## src/rtl/dbg_mem_arbiter_if.sv

```systemverilog
// Bus bundle for dbg_mem_arbiter: the core load/store request port, the debug
// bridge request port, the shared data-memory port and the arbiter status.
//
// Handshake semantics (all sampled on the rising clock edge):
//   core_req/core_ack : core_req is a level held until core_ack is seen;
//                       core_ack is a one-cycle pulse and core_rdata is valid
//                       only while core_ack=1.
//   dbg_req/dbg_ack   : dbg_req is a level held until dbg_ack is seen; dbg_ack
//                       stays high (dbg_rdata/err stable) until dbg_req falls.
//   mem_req/mem_ready : mem_req and mem_* are registered and held constant
//                       until the memory answers with mem_ready=1 (mem_rdata
//                       valid in that same cycle) or the wait times out.
interface dbg_mem_arbiter_if #(
  parameter int AW = 32,
  parameter int DW = 32
);
  logic          dbg_halt;
  logic          core_req;
  logic          core_we;
  logic [AW-1:0] core_addr;
  logic [DW-1:0] core_wdata;
  logic          core_ack;
  logic [DW-1:0] core_rdata;
  logic          dbg_req;
  logic          dbg_we;
  logic [AW-1:0] dbg_addr;
  logic [DW-1:0] dbg_wdata;
  logic          dbg_ack;
  logic [DW-1:0] dbg_rdata;
  logic          err;
  logic          mem_req;
  logic          mem_we;
  logic [AW-1:0] mem_addr;
  logic [DW-1:0] mem_wdata;
  logic          mem_ready;
  logic [DW-1:0] mem_rdata;
  logic [1:0]    grant;
  logic [2:0]    arb_state;

  // Arbiter side
  modport master (
    input  dbg_halt, core_req, core_we, core_addr, core_wdata,
    input  dbg_req, dbg_we, dbg_addr, dbg_wdata,
    input  mem_ready, mem_rdata,
    output core_ack, core_rdata, dbg_ack, dbg_rdata, err,
    output mem_req, mem_we, mem_addr, mem_wdata, grant, arb_state
  );

  // Requesters / memory / observer side
  modport slave (
    output dbg_halt, core_req, core_we, core_addr, core_wdata,
    output dbg_req, dbg_we, dbg_addr, dbg_wdata,
    output mem_ready, mem_rdata,
    input  core_ack, core_rdata, dbg_ack, dbg_rdata, err,
    input  mem_req, mem_we, mem_addr, mem_wdata, grant, arb_state
  );
endinterface

```

## src/rtl/dbg_mem_arbiter.sv

```systemverilog
// dbg_mem_arbiter: shares the single data-memory port between the core
// load/store unit and the debug bridge. One requester owns the port at a time;
// simultaneous requests alternate round-robin. A granted access that gets no
// mem_ready within MAX_WAIT cycles is aborted and reported with err=1.
module dbg_mem_arbiter #(
  parameter int AW       = 32,
  parameter int DW       = 32,
  parameter int MAX_WAIT = 16
) (
  input logic               CLK,
  input logic               RST,
  dbg_mem_arbiter_if.master bus
);

  localparam logic [2:0] S_IDLE     = 3'd0;
  localparam logic [2:0] S_ACC_CORE = 3'd1;
  localparam logic [2:0] S_ACC_DBG  = 3'd2;
  localparam logic [2:0] S_RSP_CORE = 3'd3;
  localparam logic [2:0] S_RSP_DBG  = 3'd4;

  // Counter is sized to hold MAX_WAIT itself so it never wraps.
  localparam int              CW        = $clog2(MAX_WAIT + 1);
  localparam logic [CW-1:0]   WAIT_LAST = CW'(MAX_WAIT - 1);

  logic [2:0]    state;
  logic [CW-1:0] wait_cnt;
  logic          last_grant;     // 1 = debug was served last, 0 = core
  logic          core_ack_q;
  logic [DW-1:0] core_rdata_q;
  logic          dbg_ack_q;
  logic [DW-1:0] dbg_rdata_q;
  logic          err_q;
  logic          mem_req_q;
  logic          mem_we_q;
  logic [AW-1:0] mem_addr_q;
  logic [DW-1:0] mem_wdata_q;
  logic [1:0]    grant_q;

  logic          core_elig;
  logic          dbg_elig;
  logic          pick_core;
  logic          acc_done;
  logic [DW-1:0] acc_rdata;

  // Arbitration choice and access-completion decode
  always_comb begin
    core_elig = bus.core_req & ~bus.dbg_halt;
    dbg_elig  = bus.dbg_req;
    // Core wins when alone, or when both ask and debug was served last.
    pick_core = core_elig & (~dbg_elig | last_grant);
    // Finish on mem_ready, or abort on the last permitted wait cycle.
    acc_done  = bus.mem_ready | (wait_cnt == WAIT_LAST);
    // Writes and aborted accesses return zero; reads pass data untouched.
    acc_rdata = (bus.mem_ready & ~mem_we_q) ? bus.mem_rdata : '0;
  end

  // Arbiter FSM with registered memory-side and response-side outputs
  always_ff @(posedge CLK) begin
    if (RST) begin
      state        <= S_IDLE;
      wait_cnt     <= '0;
      last_grant   <= 1'b1;
      core_ack_q   <= 1'b0;
      core_rdata_q <= '0;
      dbg_ack_q    <= 1'b0;
      dbg_rdata_q  <= '0;
      err_q        <= 1'b0;
      mem_req_q    <= 1'b0;
      mem_we_q     <= 1'b0;
      mem_addr_q   <= '0;
      mem_wdata_q  <= '0;
      grant_q      <= 2'b00;
    end else begin
      case (state)
        S_IDLE: begin
          if (core_elig || dbg_elig) begin
            mem_req_q <= 1'b1;
            wait_cnt  <= '0;
            err_q     <= 1'b0;
            if (pick_core) begin
              mem_we_q    <= bus.core_we;
              mem_addr_q  <= bus.core_addr;
              mem_wdata_q <= bus.core_wdata;
              grant_q     <= 2'b01;
              state       <= S_ACC_CORE;
            end else begin
              mem_we_q    <= bus.dbg_we;
              mem_addr_q  <= bus.dbg_addr;
              mem_wdata_q <= bus.dbg_wdata;
              grant_q     <= 2'b10;
              state       <= S_ACC_DBG;
            end
          end
        end

        S_ACC_CORE, S_ACC_DBG: begin
          // dbg_halt is deliberately ignored here: an issued access completes.
          if (!bus.mem_ready) begin
            wait_cnt <= wait_cnt + CW'(1);
          end
          if (acc_done) begin
            mem_req_q <= 1'b0;
            grant_q   <= 2'b00;
            err_q     <= ~bus.mem_ready;
            if (state == S_ACC_CORE) begin
              core_ack_q   <= 1'b1;
              core_rdata_q <= acc_rdata;
              state        <= S_RSP_CORE;
            end else begin
              dbg_ack_q   <= 1'b1;
              dbg_rdata_q <= acc_rdata;
              state       <= S_RSP_DBG;
            end
          end
        end

        S_RSP_CORE: begin
          // core_req is not looked at in the ack cycle, so no double issue.
          core_ack_q <= 1'b0;
          err_q      <= 1'b0;
          last_grant <= 1'b0;
          state      <= S_IDLE;
        end

        S_RSP_DBG: begin
          // The bridge is slow: keep the answer up until it drops its request.
          if (!bus.dbg_req) begin
            dbg_ack_q  <= 1'b0;
            err_q      <= 1'b0;
            last_grant <= 1'b1;
            state      <= S_IDLE;
          end
        end

        default: begin
          state <= S_IDLE;
        end
      endcase
    end
  end

  assign bus.core_ack   = core_ack_q;
  assign bus.core_rdata = core_rdata_q;
  assign bus.dbg_ack    = dbg_ack_q;
  assign bus.dbg_rdata  = dbg_rdata_q;
  assign bus.err        = err_q;
  assign bus.mem_req    = mem_req_q;
  assign bus.mem_we     = mem_we_q;
  assign bus.mem_addr   = mem_addr_q;
  assign bus.mem_wdata  = mem_wdata_q;
  assign bus.grant      = grant_q;
  assign bus.arb_state  = state;

endmodule
```

## src/flat_wrapper.sv

```systemverilog
// flat-port wrapper written by rule: the top's interface ports become plain ports
module dbg_mem_arbiter_flat 
#(
  parameter int AW       = 32,
  parameter int DW       = 32,
  parameter int MAX_WAIT = 16
)
  (CLK, RST, bus_dbg_halt, bus_core_req, bus_core_we, bus_core_addr, bus_core_wdata, bus_dbg_req, bus_dbg_we, bus_dbg_addr, bus_dbg_wdata, bus_mem_ready, bus_mem_rdata, bus_core_ack, bus_core_rdata, bus_dbg_ack, bus_dbg_rdata, bus_err, bus_mem_req, bus_mem_we, bus_mem_addr, bus_mem_wdata, bus_grant, bus_arb_state);
  dbg_mem_arbiter_if #(.AW(AW), .DW(DW)) bus_i ();
  input logic CLK;
  input logic RST;
  input wire logic [$bits(bus_i.dbg_halt)-1:0] bus_dbg_halt;
  input wire logic [$bits(bus_i.core_req)-1:0] bus_core_req;
  input wire logic [$bits(bus_i.core_we)-1:0] bus_core_we;
  input wire logic [$bits(bus_i.core_addr)-1:0] bus_core_addr;
  input wire logic [$bits(bus_i.core_wdata)-1:0] bus_core_wdata;
  input wire logic [$bits(bus_i.dbg_req)-1:0] bus_dbg_req;
  input wire logic [$bits(bus_i.dbg_we)-1:0] bus_dbg_we;
  input wire logic [$bits(bus_i.dbg_addr)-1:0] bus_dbg_addr;
  input wire logic [$bits(bus_i.dbg_wdata)-1:0] bus_dbg_wdata;
  input wire logic [$bits(bus_i.mem_ready)-1:0] bus_mem_ready;
  input wire logic [$bits(bus_i.mem_rdata)-1:0] bus_mem_rdata;
  output wire logic [$bits(bus_i.core_ack)-1:0] bus_core_ack;
  output wire logic [$bits(bus_i.core_rdata)-1:0] bus_core_rdata;
  output wire logic [$bits(bus_i.dbg_ack)-1:0] bus_dbg_ack;
  output wire logic [$bits(bus_i.dbg_rdata)-1:0] bus_dbg_rdata;
  output wire logic [$bits(bus_i.err)-1:0] bus_err;
  output wire logic [$bits(bus_i.mem_req)-1:0] bus_mem_req;
  output wire logic [$bits(bus_i.mem_we)-1:0] bus_mem_we;
  output wire logic [$bits(bus_i.mem_addr)-1:0] bus_mem_addr;
  output wire logic [$bits(bus_i.mem_wdata)-1:0] bus_mem_wdata;
  output wire logic [$bits(bus_i.grant)-1:0] bus_grant;
  output wire logic [$bits(bus_i.arb_state)-1:0] bus_arb_state;
  assign bus_i.dbg_halt = bus_dbg_halt;
  assign bus_i.core_req = bus_core_req;
  assign bus_i.core_we = bus_core_we;
  assign bus_i.core_addr = bus_core_addr;
  assign bus_i.core_wdata = bus_core_wdata;
  assign bus_i.dbg_req = bus_dbg_req;
  assign bus_i.dbg_we = bus_dbg_we;
  assign bus_i.dbg_addr = bus_dbg_addr;
  assign bus_i.dbg_wdata = bus_dbg_wdata;
  assign bus_i.mem_ready = bus_mem_ready;
  assign bus_i.mem_rdata = bus_mem_rdata;
  assign bus_core_ack = bus_i.core_ack;
  assign bus_core_rdata = bus_i.core_rdata;
  assign bus_dbg_ack = bus_i.dbg_ack;
  assign bus_dbg_rdata = bus_i.dbg_rdata;
  assign bus_err = bus_i.err;
  assign bus_mem_req = bus_i.mem_req;
  assign bus_mem_we = bus_i.mem_we;
  assign bus_mem_addr = bus_i.mem_addr;
  assign bus_mem_wdata = bus_i.mem_wdata;
  assign bus_grant = bus_i.grant;
  assign bus_arb_state = bus_i.arb_state;
  dbg_mem_arbiter #(.AW(AW), .DW(DW), .MAX_WAIT(MAX_WAIT)) u_core (.CLK(CLK), .RST(RST), .bus(bus_i));
endmodule
```

## config.mk

```make
export PLATFORM = sky130hd
export DESIGN_NAME = dbg_mem_arbiter_flat
export DESIGN_NICKNAME = d
export VERILOG_FILES = /design/src/rtl/dbg_mem_arbiter_if.sv /design/src/rtl/dbg_mem_arbiter.sv /design/src/flat_wrapper.sv
export SDC_FILE = /design/constraint.sdc
export NUM_CORES = 1
export LEC_CHECK = 0
export CAP_MARGIN = 5
export CORE_MARGIN = 4
export CORE_UTILIZATION = 36
export CTS_CLUSTER_DIAMETER = 50
export DETAILED_ROUTE_END_ITERATION = 12
export PLACE_DENSITY = 0.85
export SLEW_MARGIN = 10
export SYNTH_ARGS = -nofsm -noshare
export SYNTH_HDL_FRONTEND = slang
export SYNTH_SLANG_ARGS = --single-unit
```

## constraint.sdc

```tcl
create_clock -name CLK -period 2.13 [get_ports CLK]
set_input_delay 0.3195 -clock CLK [delete_from_list [all_inputs] [get_ports CLK]]
set_output_delay 0.3195 -clock CLK [all_outputs]
set_load 0.01 [all_outputs]
```

==> Word-level counts from Yosys, hierarchy flattened <==
Index checks and enable logic that the tools add are counted.
{ "word_totals": {"reg_bits": 144, "output_inout_bits": 138, "word_cells": 85} }
{ "op_classes": {"addsub": 1, "eq_ne": 11, "n_mux": 32, "bitwise_logic": 10, "n_reduce_logical": 18} }
{ "op_table": {"columns": ["op", "count"], "rows": [
  ["32-bit two-way mux", 3],
  ["3-bit AND reduction", 6],
  ["3-bit two-way mux", 4],
  ["1-bit two-way mux", 11],
  ["5-bit two-way mux", 2],
  ["5-bit case mux with 2 select lines", 1],
  ["3-bit case mux with 3 select lines", 1],
  ["2-bit two-way mux", 4],
  ["1-bit case mux with 2 select lines", 4],
  ["4-bit AND reduction", 2],
  ["2-bit nonzero test", 4],
  ["3-bit by 2-bit == test with 1-bit output (second input constant)", 2],
  ["2-bit by 1-bit inequality test with 1-bit output (second input constant)", 3],
  ["2-bit inequality test (second input constant)", 3],
  ["5-bit by 1-bit adder with 5-bit output (second input constant)", 1],
  ["5-bit by 4-bit == test with 1-bit output (second input constant)", 1],
  ["1-bit inverter", 5],
  ["1-bit case mux with 4 select lines", 1],
  ["2-bit case mux with 2 select lines", 1],
  ["2-bit AND reduction", 2],
  ["4-bit nonzero test", 1],
  ["1-bit AND", 3],
  ["3-bit by 1-bit == test with 1-bit output (second input constant)", 1],
  ["3-bit == test (second input constant)", 1],
  ["other kinds (4)", 5]
]} }

==> Logic depth before layout (Yosys ltp) <==
Gate-level depths: netlist of run 1.
{ "logic_depth": {"ltp_word": 6, "ltp_mapped": 9, "ltp_nobuf": 7} }

==> Least setup slack after synthesis of run 1 <==
No wires, ideal clock.
{ "synth_timing": {"path_type": "register -> register", "start": "register u_core.wait_cnt[0]", "end": "register u_core.core_rdata_q[0] (netlist: u_core.bus.core_rdata[0])", "setup_ns": 0.070, "arrival_ns": 2.014, "required_time_ns": 2.060, "setup_slack_ns": 0.045, "path_stages_with_launch": 10, "path_buffers": 2, "path_cell_list": "dfxtp_1 ha_1 and3_1 ha_1 nor2_1 or3_1 clkbuf_1 clkbuf_1 nand2_1 a21oi_1"} }
{ "synth_between": {"elab_chain_cells": 3} }
{ "synth_lines": {"columns": ["item", "line_no", "text"], "rows": [
  ["start, declared", "dbg_mem_arbiter.sv:26", "logic [CW-1:0] wait_cnt;"],
  ["start signal, assigned", "dbg_mem_arbiter.sv:99", "wait_cnt <= wait_cnt + CW'(1);"],
  ["5-bit by 4-bit == test with 1-bit output", "dbg_mem_arbiter.sv:52", "acc_done = bus.mem_ready | (wait_cnt == WAIT_LAST);"],
  ["1-bit bitwise OR", "dbg_mem_arbiter.sv:52", null],
  ["3-bit AND reduction (no source line)", null, null],
  ["end signal, assigned", "dbg_mem_arbiter.sv:107", "core_rdata_q <= acc_rdata;"],
  ["end, declared", "dbg_mem_arbiter.sv:29", "logic [DW-1:0] core_rdata_q;"]
]} }
Every way passes these cells.
A chain may end at the register's enable or synchronous reset.

==> Worst setup path in the final report of run 1 <==
{ "layout_timing": {"start": "register u_core.state[1] (netlist: u_core.bus.arb_state[1])", "end": "output bus_arb_state[1]"} }
{ "layout_rtl": {"columns": ["item", "line_no", "text"], "rows": [
  ["start, declared", "dbg_mem_arbiter.sv:25", "logic [2:0] state;"],
  ["start signal, assigned", "dbg_mem_arbiter.sv:60", "state <= S_IDLE;"],
  ["start signal, assigned", "dbg_mem_arbiter.sv:85", "state <= S_ACC_CORE;"],
  ["start signal, assigned", "dbg_mem_arbiter.sv:91", "state <= S_ACC_DBG;"],
  ["end, declared", "flat_wrapper.sv:33", "output wire logic [$bits(bus_i.arb_state)-1:0] bus_arb_state;"]
]} }
No word-level cell between the ends.

==> out/qor.yml, run 1 <==
global_route:
  grt_pass1_vias: 6276
  grt_max_degree: 65
  antenna_found_initial: 0
  grt_pass1_wl_mm: 31.9
  grt_overflow: 0
  grt.total_usage_pct: 21.8
synthesis:
  synthFlopType: "dfxtp_1"
  yosys-top-cells-count: "144 x dfxtp_1, 135 x a21oi_1, 135 x nand2_1"
  syn_area_mm2: 0.00587
  synth.largest_area_cell: "dfxtp_1"
  synth_cells: 751
  synthTopCellsByArea: "dfxtp_1 49%, a21oi_1 12%, a211oi_1 8.7%"
  yosys_warnings: 0
  synthMostInstantiatedCell: "dfxtp_1"
  async_flop_share_pct: 0
  synth_cell_type_count: 38
  syn_avg_cell_area_um2: 7.81
  synth_edf_count: 0
  mappedNetlistNets: 921
  ys_seq_elements: 144
  yosys.area.top_type_share_pct: 49.1
  ys_seq_area_share_pct: 49.1
routing:
  dr_wl_met2_mm: 10.2
  drt_pass1_iterations: 5
  route.met3.wl_mm: 2.28
  wirelength_mm: 21.0
  top_layer: "met4"
  vias: 6495
  drc_errors: 0
  via_per_inst: 5.18
  drtIter0Drc: 360
  wl_per_cell_um: 16.7
  ant_nets: 0
  m1WireLength_mm: 7.95
clocking:
  cts-root-buf: "clkbuf_16"
  post-cts-setup-buffers: 0
  clock_sinks: 144
  cts.reportedPaths.clkPinSlew_ns: 0.06
  cts_buffers: 17
  insertion_delay_ns: 0.41
  cts_buffer_depth: 2
  cts_tree: "built"
  htree_levels: 4
timing:
  fin_skew_ns: 0.00594
  worst_slack_ns: 0.132
  finalCritPeriodShare_pct: 93.8
  clock.fmax_mhz: 500
  rsz0062_at_grt: "false"
  min_period_ns: 2.00
  setup_tns_ns: 0
  slew_violations: 0
  fin_hold_ws_ns: 0.372
  finalSetupViolations: 0
  relSlewSlack_pct: 67.9
  worst_pin_slew_ns: 0.481
  final_hold_viol_count: 0
worst_setup_path:
  cp_num_buf_inv: 1
  worstPathRequired_ns: 1.81
  cp.arrival_ns: 1.68
  startpoint_type: "flop"
  end_kind: "output port"
  slowest_stage: "clkdlybuf4s50_1"
  crit_chain: "clkdlybuf4s50_1"
  crit_type: "flop to output port"
  critPathTopFamily: "buffers and inverters"
  crit_path_max_fanout: 14
  max_stage_delay_ns: 0.65
placement:
  dp.cells: 1222
  hpwl_mm: 15.1
  gp_congestion: 0.785
  pre_cts_ws_ns: -0.00169
  port_buffers: 305
floorplanning:
  ioPinCount: 306
  die_width_um: 136
  floorplan.core_area_mm2: 0.0159
  rows: 46
  die-area_mm2: 0.0184
  die_y_um: 136
  initial_core_util_pct: 36.8
hold_path:
  hold_path_class: "input pin to flop"
finish:
  area_delta_synth_final_pct: 69.5
  drive_gt1_share_pct: 6.55
  layout.nets: 1195
  nFillCells: 1361
  multi_input_area_mm2: 0.00272
  n_antenna_cell: 0
  instances_no_fill: 1254
  regArea_mm2: 0.00288
run:
  max_cap_violations: 0
outcome:
  outcome: "complete, no violations"
power_and_ir_drop:
  power_density_mw_per_mm2: 854
  max-vdd-ir-drop_mv: 0.573
  p_leak_nw: 3.61
-- placed cells by master, fill, tap and decap left out, types with 3 or more instances in the layout --
cell type	netlist	final
clkinvlp_4	0	3
nor2_1	71	70
bufinv_16	0	6
nand2_1	135	134
nand3_1	70	70
clkdlybuf4s50_1	0	304
clkinv_4	0	3
buf_12	0	12
dfxtp_1	144	143
nor3_1	5	3
nand3b_1	3	3
a21oi_1	135	135
clkbuf_16	0	17
or3_1	4	4
nand2b_1	6	6
a211oi_1	68	68
buf_4	1	11
o21ai_0	3	3
a31oi_1	3	3
-- timing repair --
action | CTS | global route
hold buffers | 0 | 0
gates resized for setup | 0 | 4
setup endpoints to repair | 0 | 65
-- metrics by stage --
step / utilization, % / power [mW] / area (µm²)
3_5_place_dp: 58.0 / 5.10 / 9250
6_report: 62.4 / 8.49 / 9940
4_1_cts: 62.3 / 8.57 / 9930
2_1_floorplan: - / 3.99 / 5870
5_1_grt: 62.4 / 8.86 / 9940
3_3_place_gp: 58.0 / 5.06 / 9250
-- metal layers --
metal	track usage (%)	vias to the layer above
met3	8.10	37
met4	8.40	0
li1	-	3161
met2	37.4	283
met1	24.5	3014
met5	0	-
-- sequential cells by signal, summed over array words and instances (netlist names) --
| register | cells |
|---|---|
| u_core.last_grant | 1 |
| u_core.bus.mem_wdata | 32 |
| u_core.bus.core_ack | 1 |
| u_core.bus.mem_addr | 32 |
| u_core.wait_cnt | 5 |
| u_core.bus.err | 1 |
| u_core.bus.mem_req | 1 |
| u_core.bus.grant | 2 |
| u_core.bus.dbg_rdata | 32 |
| u_core.bus.core_rdata | 32 |
| u_core.bus.arb_state | 3 |
| u_core.bus.dbg_ack | 1 |
| u_core.bus.mem_we | 1 |
-- cells by family after synthesis --
| kind of cell | count (synthesis) | synth area share [%] |
|---|---|---|
| AO/OA/AOI/OAI | 222 | 22.5 |
| XOR/XNOR | 1 | 0.149 |
| adder cells (fa/ha/maj) | 2 | 0.427 |
| buffers and inverters | 75 | 5.18 |
| flip-flops | 144 | 49.1 |
| AND/OR/NAND/NOR | 307 | 22.6 |
-- where the power goes --
group | total (mW) | switching (mW) | internal (mW)
clock network | 3.45 | 1.24 | 2.22
logic | 1.96 | 0.940 | 1.02
registers | 3.07 | 0.143 | 2.93
-- cell type report --
class	count	share of cell area, %
Timing Repair Buffer	329	34.1
Clock buffer	17	4.28
Tap cell	216	2.72
Clock inverter	15	2.59
Sequential cell	144	29.0
Inverter	1	0.0377
Multi-Input combinational cell	532	27.3
-- worst paths after layout --
check	startpoint	end	slack (ns)	cells after the start
worst min-delay path	RST	u_core.wait_cnt[4]	0.37	2
worst max register to register	u_core.wait_cnt[0]	u_core.bus.core_rdata[13]	0.17	8
worst max-delay path	u_core.bus.arb_state[1]	bus_arb_state[1]	0.13	1
worst min register to register	u_core.bus.core_rdata[0]	u_core.bus.core_rdata[0]	0.45	2
(Power assumes the default switching activity.)
==> run 2, diff against run 1 <==
ABC_AREA = 1   (was default)
CORE_MARGIN = 5   (was 4)
SLEW_MARGIN = default   (was 10)
==> run 2 against run 1 <==
Critical path depth rose by 8. Via count rose by 0.51%. Combinational power rose by 49%. Register-to-register slack improved by 0.05 ns. Die area rose by 3.4%. Clock power fell by 8.7%. Worst setup slack improved by 0.087 ns. Power rose by 11%. Final cell count rose by 5.3%. Sequential share of layout area rose by 0.52 points. Largest cell class unchanged. Largest power group is now registers.
==> out/qor.yml, run 2 <==
worst_setup_path:
  cp.arrival_ns: 2.25
  ff2ff_path_depth: 9
  startpoint_type: "flop"
  cp_num_buf_inv: 1
  crit_chain: "ha_1 > nand2_1 > nor2_1 > ha_1 > nor2_1 > nor2_2 > inv_2 > nand2_1 > a21oi_1"
  timing.rr.end: "u_core.bus.core_rdata[22]"
  worstPathRequired_ns: 2.47
  end_kind: "flop"
  slowest_stage: "inv_2"
  critPathTopFamily: "simple AND/OR/NAND/NOR gates"
  max_stage_delay_ns: 0.36
  rrSetupSlack_ns: 0.22
  crit_type: "flop to flop"
  reg2reg_from: "u_core.wait_cnt[0]"
  crit_path_max_fanout: 24
placement:
  port_buffers: 305
  gp_congestion: 0.806
  pre_cts_ws_ns: 0.147
  hpwl_mm: 15.5
  dp.cells: 1289
timing:
  setup_tns_ns: 0
  final_hold_viol_count: 0
  relSlewSlack_pct: 69.2
  fin_skew_ns: 0.0162
  worst_pin_slew_ns: 0.462
  min_period_ns: 1.91
  worst_slack_ns: 0.219
  finalCritPeriodShare_pct: 89.7
  clock.fmax_mhz: 523
  rsz0062_at_grt: "false"
  slew_violations: 0
  finalSetupViolations: 0
hold_path:
  worstHoldStart: "bus_core_wdata[4]"
  min_path_cells: 3
  hold_path_class: "input pin to flop"
  min_to: "u_core.bus.mem_wdata[4]"
floorplanning:
  ioPinCount: 306
  rows: 46
  die_width_um: 138
  die-area_mm2: 0.0190
  initial_core_util_pct: 36.8
  floorplan.core_area_mm2: 0.0160
  die_y_um: 138
finish:
  layout.nets: 1262
  final_common_cell: "clkdlybuf4s50_1"
  nFillCells: 1371
  n_antenna_cell: 0
  instances_no_fill: 1321
  drive_gt1_share_pct: 5.79
  mostFrequentLayoutCells: "305 x clkdlybuf4s50_1, 180 x a21oi_1, 144 x dfxtp_1, 143 x nand2_1, 99 x o21ai_0"
  area_delta_synth_final_pct: 65.7
clocking:
  postCtsHoldBufs: 0
  cts_buffer_depth: 2
  cts-resized-gates: 0
  htree_levels: 4
  cts_tree: "built"
  clock_sinks: 144
  cts.reportedPaths.clkPinSlew_ns: 0.07
  post-cts-setup-buffers: 0
  cts_buffers: 17
  cts-root-buf: "clkbuf_16"
  insertion_delay_ns: 0.42
synthesis:
  ys_seq_area_share_pct: 48.9
  synthTopCellsByArea: "dfxtp_1 49%, a21oi_1 15%, nand2_1 9.1%"
  synth_edf_count: 0
  synth_cells: 812
  syn_avg_cell_area_um2: 7.26
  synthFlopType: "dfxtp_1"
  synth_cell_type_count: 23
  async_flop_share_pct: 0
  yosys_warnings: 0
  synth.largest_area_cell: "dfxtp_1"
  yosys-top-cells-count: "180 x a21oi_1, 144 x dfxtp_1, 143 x nand2_1"
  synthMostInstantiatedCell: "a21oi_1"
  syn_area_mm2: 0.00589
  yosys.area.top_type_share_pct: 48.9
  ys_seq_elements: 144
  mappedNetlistNets: 982
power_and_ir_drop:
  power_frac_clock_pct: 33.2
  p_leak_nw: 3.83
  seq_power_share_pct: 35.9
  p_switching_mw: 2.98
  internal_power_mw: 6.49
  power_mw: 9.47
  max-vdd-ir-drop_mv: 0.536
  power_density_mw_per_mm2: 970
  p_comb_share_pct: 30.9
  switching_share_pct: 31.5
run:
  max_cap_violations: 0
global_route:
  grt_max_degree: 68
  antenna_found_initial: 0
  grt.total_usage_pct: 22.1
  grt_overflow: 0
  grt_pass1_vias: 6434
  grt_pass1_wl_mm: 33.4
routing:
  ant_nets: 0
  via_per_inst: 4.94
  drc_errors: 0
  drt_pass1_iterations: 5
  wl_per_cell_um: 16.6
  vias: 6528
  drtIter0Drc: 271
  wirelength_mm: 21.9
outcome:
  outcome: "complete, no violations"
run 2: changes by cell type after synthesis, sizes merged, moves of 4 or more:
cell | previous run | this run
a211oi | 68 | 4
a21oi | 135 | 180
buf | 22 | 29
clkbuf | 52 | 30
inv | 1 | 57
nand2 | 135 | 144
nand2b | 6 | 0
nand3 | 70 | 9
nor2 | 71 | 102
nor3 | 5 | 0
o21ai | 6 | 106
or3 | 4 | 0
run 2: logic make-up (layout without fill, tap and decap cells):
family / count (synthesis) / count (layout) / share of synthesized area [%]
compound gates: 291 / 291 / 25.1
xor+xnor: 1 / 1 / 0.149
fa+ha+maj: 2 / 2 / 0.425
buf+inv: 116 / 409 / 8.41
flops: 144 / 144 / 48.9
simple gates: 258 / 258 / 17.0
run 2: metal layers:
| metal | vias up | part of all wire (%) | routed length (µm) | track usage, % |
|---|---|---|---|---|
| met5 | - | 0 | 0 | 0 |
| met2 | 268 | 48 | 10400 | 37.2 |
| met1 | 3004 | 39 | 8450 | 25.3 |
| met3 | 35 | 11 | 2470 | 8.96 |
| met4 | 0 | 2.5 | 541 | 8.12 |
| li1 | 3221 | - | - | - |
run 2: worst max-delay path by stage:
stage / cells past startpoint / slack, ns / start / to
6_report: 9 / 0.22 / u_core.wait_cnt[0] / u_core.bus.core_rdata[22]
5_1_grt: 9 / 0.01 / u_core.wait_cnt[0] / u_core.bus.core_rdata[27]
4_1_cts: 9 / 0.17 / u_core.wait_cnt[0] / u_core.bus.core_rdata[22]
3_5_place_dp: 8 / 0.15 / bus_dbg_halt / u_core.bus.mem_addr[22]
3_3_place_gp: 8 / 0.20 / bus_dbg_halt / u_core.bus.mem_wdata[6]
2_1_floorplan: 9 / 0.49 / u_core.wait_cnt[0] / u_core.bus.dbg_rdata[25]
run 2: power groups by stage:
| stage | sequential [mW] | clock [mW] | combinational, mW |
|---|---|---|---|
| after floorplan | 3.63 | 0 | 1.16 |
| after global placement | 3.43 | 0 | 2.87 |
| after detailed placement | 3.44 | 0 | 2.92 |
| after CTS | 3.40 | 3.21 | 2.94 |
| after global routing | 3.45 | 3.35 | 3.19 |
| final | 3.40 | 3.15 | 2.92 |
run 2: worst reg2reg max path, cell delays in order, from the launching register on:
cell,delay (ns)
dfxtp_1,0.34
ha_1,0.23
nand2_1,0.07
nor2_1,0.04
ha_1,0.19
nor2_1,0.24
nor2_2,0.11
inv_2,0.36
nand2_1,0.11
a21oi_1,0.16
run 2: final cells by class:
class | count | area [µm²] | area share, %
inverter | 57 | 216 | 2.22
timing repair buffer | 320 | 3250 | 33.3
sequential | 144 | 2880 | 29.5
clock buffer | 19 | 443 | 4.54
tap | 216 | 270 | 2.77
clock inverter | 13 | 176 | 1.81
multi-input combinational | 552 | 2520 | 25.8
run 2: per-stage QoR:
stage	hold WS [ns]	util, %	cell area [µm²]
after floorplan	0.435	-	5890
after global placement	0.447	57.1	9140
after detailed placement	0.453	57.1	9140
after CTS	0.435	61.0	9760
after global routing	0.447	61.0	9760
final	0.455	61.0	9760
==> run 3, diff against run 2 <==
CORE_ASPECT_RATIO = 0.75   (was default)
==> run 3 against run 2 <==
Critical path depth up 1. Sequential share of layout area about the same. Fmax is 3.4% higher. Wire length shrank 3.6%. Final area about the same. Worst setup slack improved by 0.063 ns. Final cell count shrank 0.61%. Clock skew is 0.0065 ns lower. Combinational power about the same. Sequential power is essentially flat. Flip-flop and latch count did not move. Critical endpoint is now u_core.bus.dbg_rdata[8]. Largest cell class unchanged. Largest power group unchanged.
==> out/qor.yml, run 3 (same netlist as run 2, synthesis figures left out) <==
timing:
  worst_pin_slew_ns: 0.443
  rsz0062_at_grt: "false"
  final_hold_viol_count: 0
  finalSetupViolations: 0
  fin_skew_ns: 0.00968
  slew_violations: 0
  clock.fmax_mhz: 541
  min_period_ns: 1.85
  relSlewSlack_pct: 70.5
  setup_tns_ns: 0
  finalCritPeriodShare_pct: 86.8
global_route:
  grt_overflow: 0
  grt_max_degree: 66
  grt_pass1_vias: 6400
  antenna_found_initial: 1
  grt_pass1_wl_mm: 32.7
  grt.total_usage_pct: 21.3
worst_setup_path:
  worstPathRequired_ns: 2.46
  reg2reg_from: "u_core.wait_cnt[0]"
  crit_path_max_fanout: 24
  max_stage_delay_ns: 0.33
  ff2ff_path_depth: 10
  crit_start: "u_core.wait_cnt[0]"
  crit_type: "flop to flop"
  crit_chain: "ha_1 > nand2_1 > nor2_1 > ha_1 > nor2_1 > nor2_2 > inv_2 > buf_12 > nand2_1 > a21oi_1"
  end_kind: "flop"
  timing.rr.end: "u_core.bus.dbg_rdata[8]"
  startpoint_type: "flop"
  cp.arrival_ns: 2.18
  rrSetupSlack_ns: 0.28
  crit_path_end: "u_core.bus.dbg_rdata[8]"
  slowest_stage: "dfxtp_1"
clocking:
  cts_buffer_depth: 2
  postCtsHoldBufs: 0
  insertion_delay_ns: 0.41
  cts_buffers: 17
  cts-resized-gates: 0
  cts-root-buf: "clkbuf_16"
  post-cts-setup-buffers: 0
  cts.reportedPaths.clkPinSlew_ns: 0.07
  cts_tree: "built"
  htree_levels: 4
  clock_sinks: 144
finish:
  mostFrequentLayoutCells: "305 x clkdlybuf4s50_1, 180 x a21oi_1, 144 x dfxtp_1, 143 x nand2_1, 99 x o21ai_0"
  area_delta_synth_final_pct: 65.8
  final_common_cell: "clkdlybuf4s50_1"
  drive_gt1_share_pct: 5.53
  fin_util_pct: 60.8
  regArea_mm2: 0.00288
  n_antenna_cell: 0
  layout.nets: 1261
  nFillCells: 1393
  multi_input_area_mm2: 0.00252
routing:
  wl_per_cell_um: 16.1
  drtIter0Drc: 524
  via_per_inst: 4.98
  ant_nets: 0
  drt_pass1_iterations: 5
  vias: 6537
  wirelength_mm: 21.1
  drc_errors: 0
floorplanning:
  die-area_mm2: 0.0191
  die_width_um: 158
  rows: 40
  floorplan.core_area_mm2: 0.0161
  die_y_um: 121
  initial_core_util_pct: 36.7
  ioPinCount: 306
power_and_ir_drop:
  p_switching_mw: 2.91
  max-vdd-ir-drop_mv: 0.634
  seq_power_share_pct: 36.3
  power_density_mw_per_mm2: 959
  power_mw: 9.37
  internal_power_mw: 6.46
  switching_share_pct: 31.1
  power_frac_clock_pct: 32.3
  p_leak_nw: 3.83
  p_comb_share_pct: 31.4
outcome:
  outcome: "complete, no violations"
hold_path:
  hold_path_class: "input pin to flop"
placement:
  gp_congestion: 0.871
  hpwl_mm: 14.7
  port_buffers: 305
run:
  max_cap_violations: 0
run 3: worst max-delay path, delay by kind of cell, from the launching register on:
| family | cells | cell delay (ns) |
|---|---|---|
| simple gates | 5 | 0.62 |
| fa+ha+maj | 2 | 0.42 |
| flops | 1 | 0.33 |
| buf+inv | 2 | 0.26 |
| compound gates | 1 | 0.14 |
run 3: per-layer routing:
| metal | part of all wire, % | track usage [%] | up-vias |
|---|---|---|---|
| met4 | 3.4 | 7.47 | 2 |
| met1 | 41 | 26.5 | 2985 |
| met2 | 47 | 34.9 | 285 |
| met5 | 0.033 | 0 | - |
| li1 | - | - | 3220 |
| met3 | 8.7 | 6.51 | 45 |
run 3: area by class of cell:
| type | instances | area share [%] |
|---|---|---|
| clock inverter | 12 | 1.61 |
| sequential | 144 | 29.5 |
| inverter | 57 | 2.19 |
| clock buffer | 19 | 4.43 |
| timing repair buffer | 319 | 33.7 |
| tap | 210 | 2.69 |
| multi-input combinational | 552 | 25.8 |
run 3: power groups by stage:
stage               Clock, mW  Combinational (mW)  Sequential (mW)
floorplan                   0                1.16             3.63
global placement            0                2.88             3.44
detailed placement          0                2.93             3.44
CTS                      3.08                2.95             3.40
global route             3.21                3.22             3.46
finish                   3.03                2.94             3.40
run 3: worst min-delay path by stage:
| stage | startpoint | cells past startpoint | endpoint | slack [ns] |
|---|---|---|---|---|
| 2_1_floorplan | u_core.last_grant | 2 | u_core.last_grant | 0.44 |
| 3_3_place_gp | u_core.bus.core_rdata[18] | 2 | u_core.bus.core_rdata[18] | 0.45 |
| 3_5_place_dp | u_core.bus.core_rdata[20] | 2 | u_core.bus.core_rdata[20] | 0.45 |
| 4_1_cts | bus_core_wdata[21] | 3 | u_core.bus.mem_wdata[21] | 0.44 |
| 5_1_grt | bus_core_addr[4] | 3 | u_core.bus.mem_addr[4] | 0.44 |
| 6_report | bus_core_addr[4] | 3 | u_core.bus.mem_addr[4] | 0.45 |
run 3: through the flow:
stage	hold WS, ns	area (µm²)	std cells	setup slack, ns
floorplan	0.435	5890	812	0.494
global placement	0.447	9180	1282	0.159
detailed placement	0.452	9180	1282	0.0630
CTS	0.439	9770	1313	0.278
global route	0.443	9770	1313	0.155
finish	0.454	9770	1313	0.281
==> variant 1, RTL diff (flow settings as in run 2) <==
`AW` is set to 32 in 3 places; all go to 16.
--- a/src/rtl/dbg_mem_arbiter_if.sv
+++ b/src/rtl/dbg_mem_arbiter_if.sv
@@ -13,3 +13,3 @@
 interface dbg_mem_arbiter_if #(
-  parameter int AW = 32,
+  parameter int AW = 16,
   parameter int DW = 32
--- a/src/rtl/dbg_mem_arbiter.sv
+++ b/src/rtl/dbg_mem_arbiter.sv
@@ -5,3 +5,3 @@
 module dbg_mem_arbiter #(
-  parameter int AW       = 32,
+  parameter int AW       = 16,
   parameter int DW       = 32,
--- a/src/flat_wrapper.sv
+++ b/src/flat_wrapper.sv
@@ -3,3 +3,3 @@
 #(
-  parameter int AW       = 32,
+  parameter int AW       = 16,
   parameter int DW       = 32,
Ports: changed (resized bus_core_addr, bus_dbg_addr and bus_mem_addr); port bits go from 306 to 258. No check against the original RTL was run, so the function may have changed too.
==> variant 1 against run 2 <==
Synthesized cell count down 11%. Sequential cell count down 16. Power shrank 12%. Critical endpoint is now u_core.bus.dbg_rdata[5]. Via count shrank 13%. Area after synthesis is 11% lower. Setup slack better by 27 ps. Count of clock-buffer cells in the layout decreased by 2. Routed wire length decreased by 16%. Critical path depth unchanged. Die area is 10% lower. First-iteration DRC count rose by 36%. Cell area is 12% lower. Final cell count decreased by 12%. Non-clock buffer count down 47.
==> variant 1: results (changes against run 2) <==
* Slowest Stage Delay on Critical Path at 330 ps (-30 ps)
* Largest net degree at the start of global routing at 52 (-24%)
* Compound-Gate Fraction of Synth Area at 23.5% (-1.6 points)
* Slowest cell on crit path: dfxtp_1
* R2r setup slk at 250 ps (+30 ps)
* Sequential area share after synthesis at 48.8% (-0.16 points)
* Crit path DAT at 2180 ps (-70 ps)
* Combinational gate power at 2.49 mW (-15%)
* Hold EP: u_core.bus.mem_wdata[10]
* Layout Nets at 1104 (-13%)
* Synthesized instance count at 723 (-11%)
* Synth Area in XOR/XNOR at 0.167% (+0.018 points)
* Initial DRC Count at 369 (+36%)
* Vias in the first global route at 5336 (-17%)
* Hold_ws at 456 ps (+1.78 ps)
* Drt via density at 4.86 (-1.6%)
* Routed wire length at 18.3 mm (-16%)
* Count of cell types in the netlist at 25 (+8.7%)
* Top cells by count, synth: 144 x a21oi_1, 128 x dfxtp_1, 127 x nand2_1, 98 x nor2_1, 87 x o21ai_0
* Top cell type's share of synthesized area at 48.8% (-0.16 points)
* Run status: finished, final reports clean
* Sw Pwr at 2.66 mW (-11%)
* CP Max Fanout at 23 (-4.2%)
* Worst vdd ir at 0.535 mV (-0.18%)
* Post-DP HPWL at 13.0 mm (-16%)
* Clock Skew at 6.71 ps (-9.50 ps)
* Initial antenna violation count at 1 (+1)
* Placed Area at 0.00802 mm2 (-12%)
* Adder-Cell Fraction of Synth Area at 0.476% (+0.052 points)
* Logic gate share of total power at 30.0% (-0.9 points)
* Post-Syn Nets at 861 (-12%)
* 1st-pass router iterations at 8 (+3)
* Hold Crit Start: bus_core_wdata[10]
* Pleak at 3.41 nW (-11%)
* Placer Congestion at 0.868 (+7.8%)
variant 1: cell types whose count changed after synthesis, moves of 6 or more:
cell,run 2,this run
clkbuf_1,29,23
o21ai_0,99,87
a21oi_1,180,144
o21ai_1,7,1
nand2_1,143,127
dfxtp_1,144,128
variant 1: logic make-up after synthesis:
kind of cell,Yosys count
fa+ha+maj,2
xor+xnor,1
flops,128
simple gates,248
compound gates,239
buf+inv,105
variant 1: worst max-delay path by stage:
stage,start,endpoint,slack (ps),cells past startpoint
2_1_floorplan,u_core.wait_cnt[0],u_core.bus.dbg_rdata[26],520,10
6_report,u_core.wait_cnt[0],u_core.bus.dbg_rdata[5],250,9
3_5_place_dp,u_core.wait_cnt[0],u_core.bus.core_rdata[28],200,9
3_3_place_gp,bus_dbg_halt,u_core.bus.mem_wdata[14],280,8
4_1_cts,u_core.wait_cnt[0],u_core.bus.core_rdata[28],180,9
5_1_grt,u_core.wait_cnt[0],u_core.bus.dbg_rdata[4],50,9
variant 1: final cells by class:
class	count	area (um2)
Inverter	56	211
Clock buffer	17	425
Fill cell	1231	5830
Clock inverter	15	148
Timing Repair Buffer	273	2760
Tap cell	184	230
Multi-Input combinational cell	490	2260
Sequential cell	128	2560
variant 1: routing by layer:
layer | vias up | track usage (%) | part of all wire (%)
met2 | 198 | 33.4 | 50
met3 | 36 | 5.65 | 6.7
met1 | 2584 | 25.0 | 41
met4 | 2 | 8.53 | 2.6
li1 | 2837 | - | -
met5 | - | 0 | 0.044
variant 1: worst register-to-register path, cell delays in order (launching register included):
cell     delay (ps)
dfxtp_1         330
ha_1            230
nand2_1          70
nor2_1           50
ha_1            170
nor2_1          330
nor2_2          120
buf_4           230
o21ai_0         190
a21oi_1          60
==> variant 2, RTL diff (config.mk and constraints of run 2) <==
Made on the original files. Reset style: asynchronous (`RST`), changed in one clocked block.
--- a/src/rtl/dbg_mem_arbiter.sv
+++ b/src/rtl/dbg_mem_arbiter.sv
@@ -57,3 +57,3 @@
   // Arbiter FSM with registered memory-side and response-side outputs
-  always_ff @(posedge CLK) begin
+  always_ff @(posedge CLK or posedge RST) begin
     if (RST) begin
Formal check against the unedited RTL: differs if RST is asserted again (counterexample within 4 cycles, from zero or initial values and one cycle with RST high); with RST held inactive, the same outputs for 4 cycles.
==> variant 2 against run 2 <==
Critical path depth is 1 higher. Sequential cell count stayed put. Cell area is 7.8% higher. Synthesized cell count is 0.74% higher. Maximum frequency is 1.0% lower. Setup slack worse by 19 ps. First-iteration DRC count is 63% higher. Count of clock-buffer cells in the layout is 1 lower. Routed wire length is 6.5% higher. Area after synthesis is 12% higher. Critical endpoint is now u_core.bus.core_rdata[1].
Power is not compared: it rests on default switching activity, and its combinational part moved more than twofold at a synthesized area within 25%.
==> variant 2: results (changes against run 2) <==
* Sequential area share after synthesis at 54.8% (+5.9 points)
* Pleak at 5.00 nW
* Total GRT Usage at 21.9% (-0.23 points)
* Synth Area in XOR/XNOR at 0.266% (+0.12 points)
* CTS Buf Count at 17 (unchanged)
* Critical R2R Launch: u_core.wait_cnt[0]
* Routed wire length at 23.3 mm (+6.5%)
* Worst vdd ir at 0.643 mV
* Async set-reset flop share out of synthesis at 100% (+100 points)
* Largest cells by area after synthesis: dfrtp_1 54%, nand2_1 17%, nand3_1 10%
* Slowest cell on crit path: dfrtp_1
* Crit path DAT at 2290 ps (+40 ps)
* Hold crit path type: in2async
* Largest net degree at the start of global routing at 68 (unchanged)
* Placer Congestion at 0.905 (+12%)
* CTS Buffer Depth at 2 (unchanged)
* CTS clk-pin slew, worst paths at 60 ps
* First-pass GRT wire length at 37.8 mm (+13%)
* Post-DP HPWL at 16.6 mm (+7.1%)
* Slowest Stage Delay on Critical Path at 410 ps (+50 ps)
* Antenna diode count at 0 (unchanged)
* 1st-pass router iterations at 4 (-1)
* Post-Syn Nets at 988 (+0.61%)
* Share of cells above drive strength 1 at 5.82% (+0.027 points)
* Tightest Pin Transition at 748 ps (+286 ps)
* Initial antenna violation count at 0 (unchanged)
* R2R depth at 10 (+1)
* Count of cell types in the netlist at 20 (-13%)
* CTS H-tree depth at 4 (unchanged)
* Initial DRC Count at 442 (+63%)
* R2R Path End: u_core.bus.core_rdata[1]
* Post-route ant nets at 0 (unchanged)
* Rows at 49 (+6.5%)
* Adder-Cell Fraction of Synth Area at 0.380% (-0.044 points)
* Top cells by count, synth: 304 x nand2_1, 143 x dfrtp_1, 137 x nand3_1, 65 x nand4_1, 50 x nor2_1
* Vias in the first global route at 6953 (+8.1%)
* IO buf count at 305 (unchanged)
* Worst skew pair latency at 420 ps (about the same)
* Layout Nets at 1274 (+0.95%)
* Clock Tree Root: clkbuf_16
* Run status: finished, final reports clean
* Post-CTS Setup Inserts at 0 (unchanged)
* Post-synthesis mux area share at 0% (unchanged)
* Ys flop type: dfrtp_1
* R2r setup slk at 200 ps (-20 ps)
* Synth warnings at 0 (unchanged)
* CP Max Fanout at 33 (+38%)
* Compound-Gate Fraction of Synth Area at 0.456% (-25 points)
* Clock Skew at 19.6 ps (+3.43 ps)
* Drt via density at 5.00 (+1.2%)
==> variant 2: cell types whose count changed in the layout (fill, tap and decap cells not counted), sizes merged, moves of 48 or more <==
cell	delta
dfrtp	+143
nand4	+65
a21oi	-178
nor2	-48
dfxtp	-144
nand2	+160
nand3	+128
o21ai	-102
==> variant 2: repair_timing <==
item / in CTS / in global routing
endpoints found under the hold margin: 0 / 0
setup endpoints to repair: 0 / 32
gates resized for setup: 0 / 1
==> variant 2: power by group <==
part	switching (mW)	total (mW)	internal, mW
logic	3.71	7.06	3.35
clock network	1.24	3.02	1.77
registers	0.737	4.69	3.95
total	5.69	14.8	9.08
==> variant 2: worst max-delay path, delay by kind of cell (launching register included) <==
kind / cells / cell delay, ps
fa+ha+maj: 2 / 420
buf+inv: 2 / 290
flops: 1 / 410
simple gates: 6 / 730
==> variant 2: stage by stage <==
stage          hold slack [ps]  utilization [%]  cell area (um2)  worst slack (ps)  cells
2_1_floorplan              395                -             6580              6.27    818
3_3_place_gp               452             55.3             9930               209   1314
3_5_place_dp               460             55.3             9930               116   1314
4_1_cts                    241             58.6            10500              98.2   1346
5_1_grt                    254             58.6            10500              76.5   1346
6_report                   240             58.6            10500               200   1346
==> variant 2: worst max path at each step <==
stage	slack [ps]	start	to	depth (start not counted)
CTS	100	u_core.wait_cnt[0]	u_core.bus.core_rdata[1]	10
floorplan	6	RST	u_core.bus.arb_state[0]	1
detailed placement	120	u_core.wait_cnt[0]	u_core.bus.core_rdata[1]	10
global route	80	u_core.wait_cnt[0]	u_core.bus.core_rdata[1]	10
finish	200	u_core.wait_cnt[0]	u_core.bus.core_rdata[1]	10
global placement	210	u_core.wait_cnt[0]	u_core.bus.core_rdata[20]	10
==> variant 2: logic make-up (layout without fill, tap and decap cells) <==
group | Yosys count | count (layout)
compound gates | 6 | 6
xor+xnor | 2 | 2
fa+ha+maj | 2 | 2
buf+inv | 104 | 403
flops | 144 | 144
simple gates | 560 | 560
==> variant 2: final cells by class <==
class / instances / area, um2
Clock buffer: 18 / 439
Clock inverter: 14 / 155
Fill cell: 1561 / 7440
Inverter: 47 / 180
Multi-Input combinational cell: 570 / 2540
Sequential cell: 144 / 3600
Tap cell: 229 / 287
Timing Repair Buffer: 324 / 3320
==> variant 2: routing by layer <==
metal	global-route usage, %	vias to the layer above	share of wire, %
li1	-	3245	-
met1	27.9	3152	41
met2	35.1	293	47
met3	6.49	44	9.4
met4	8.72	0	2.8
met5	0	-	0
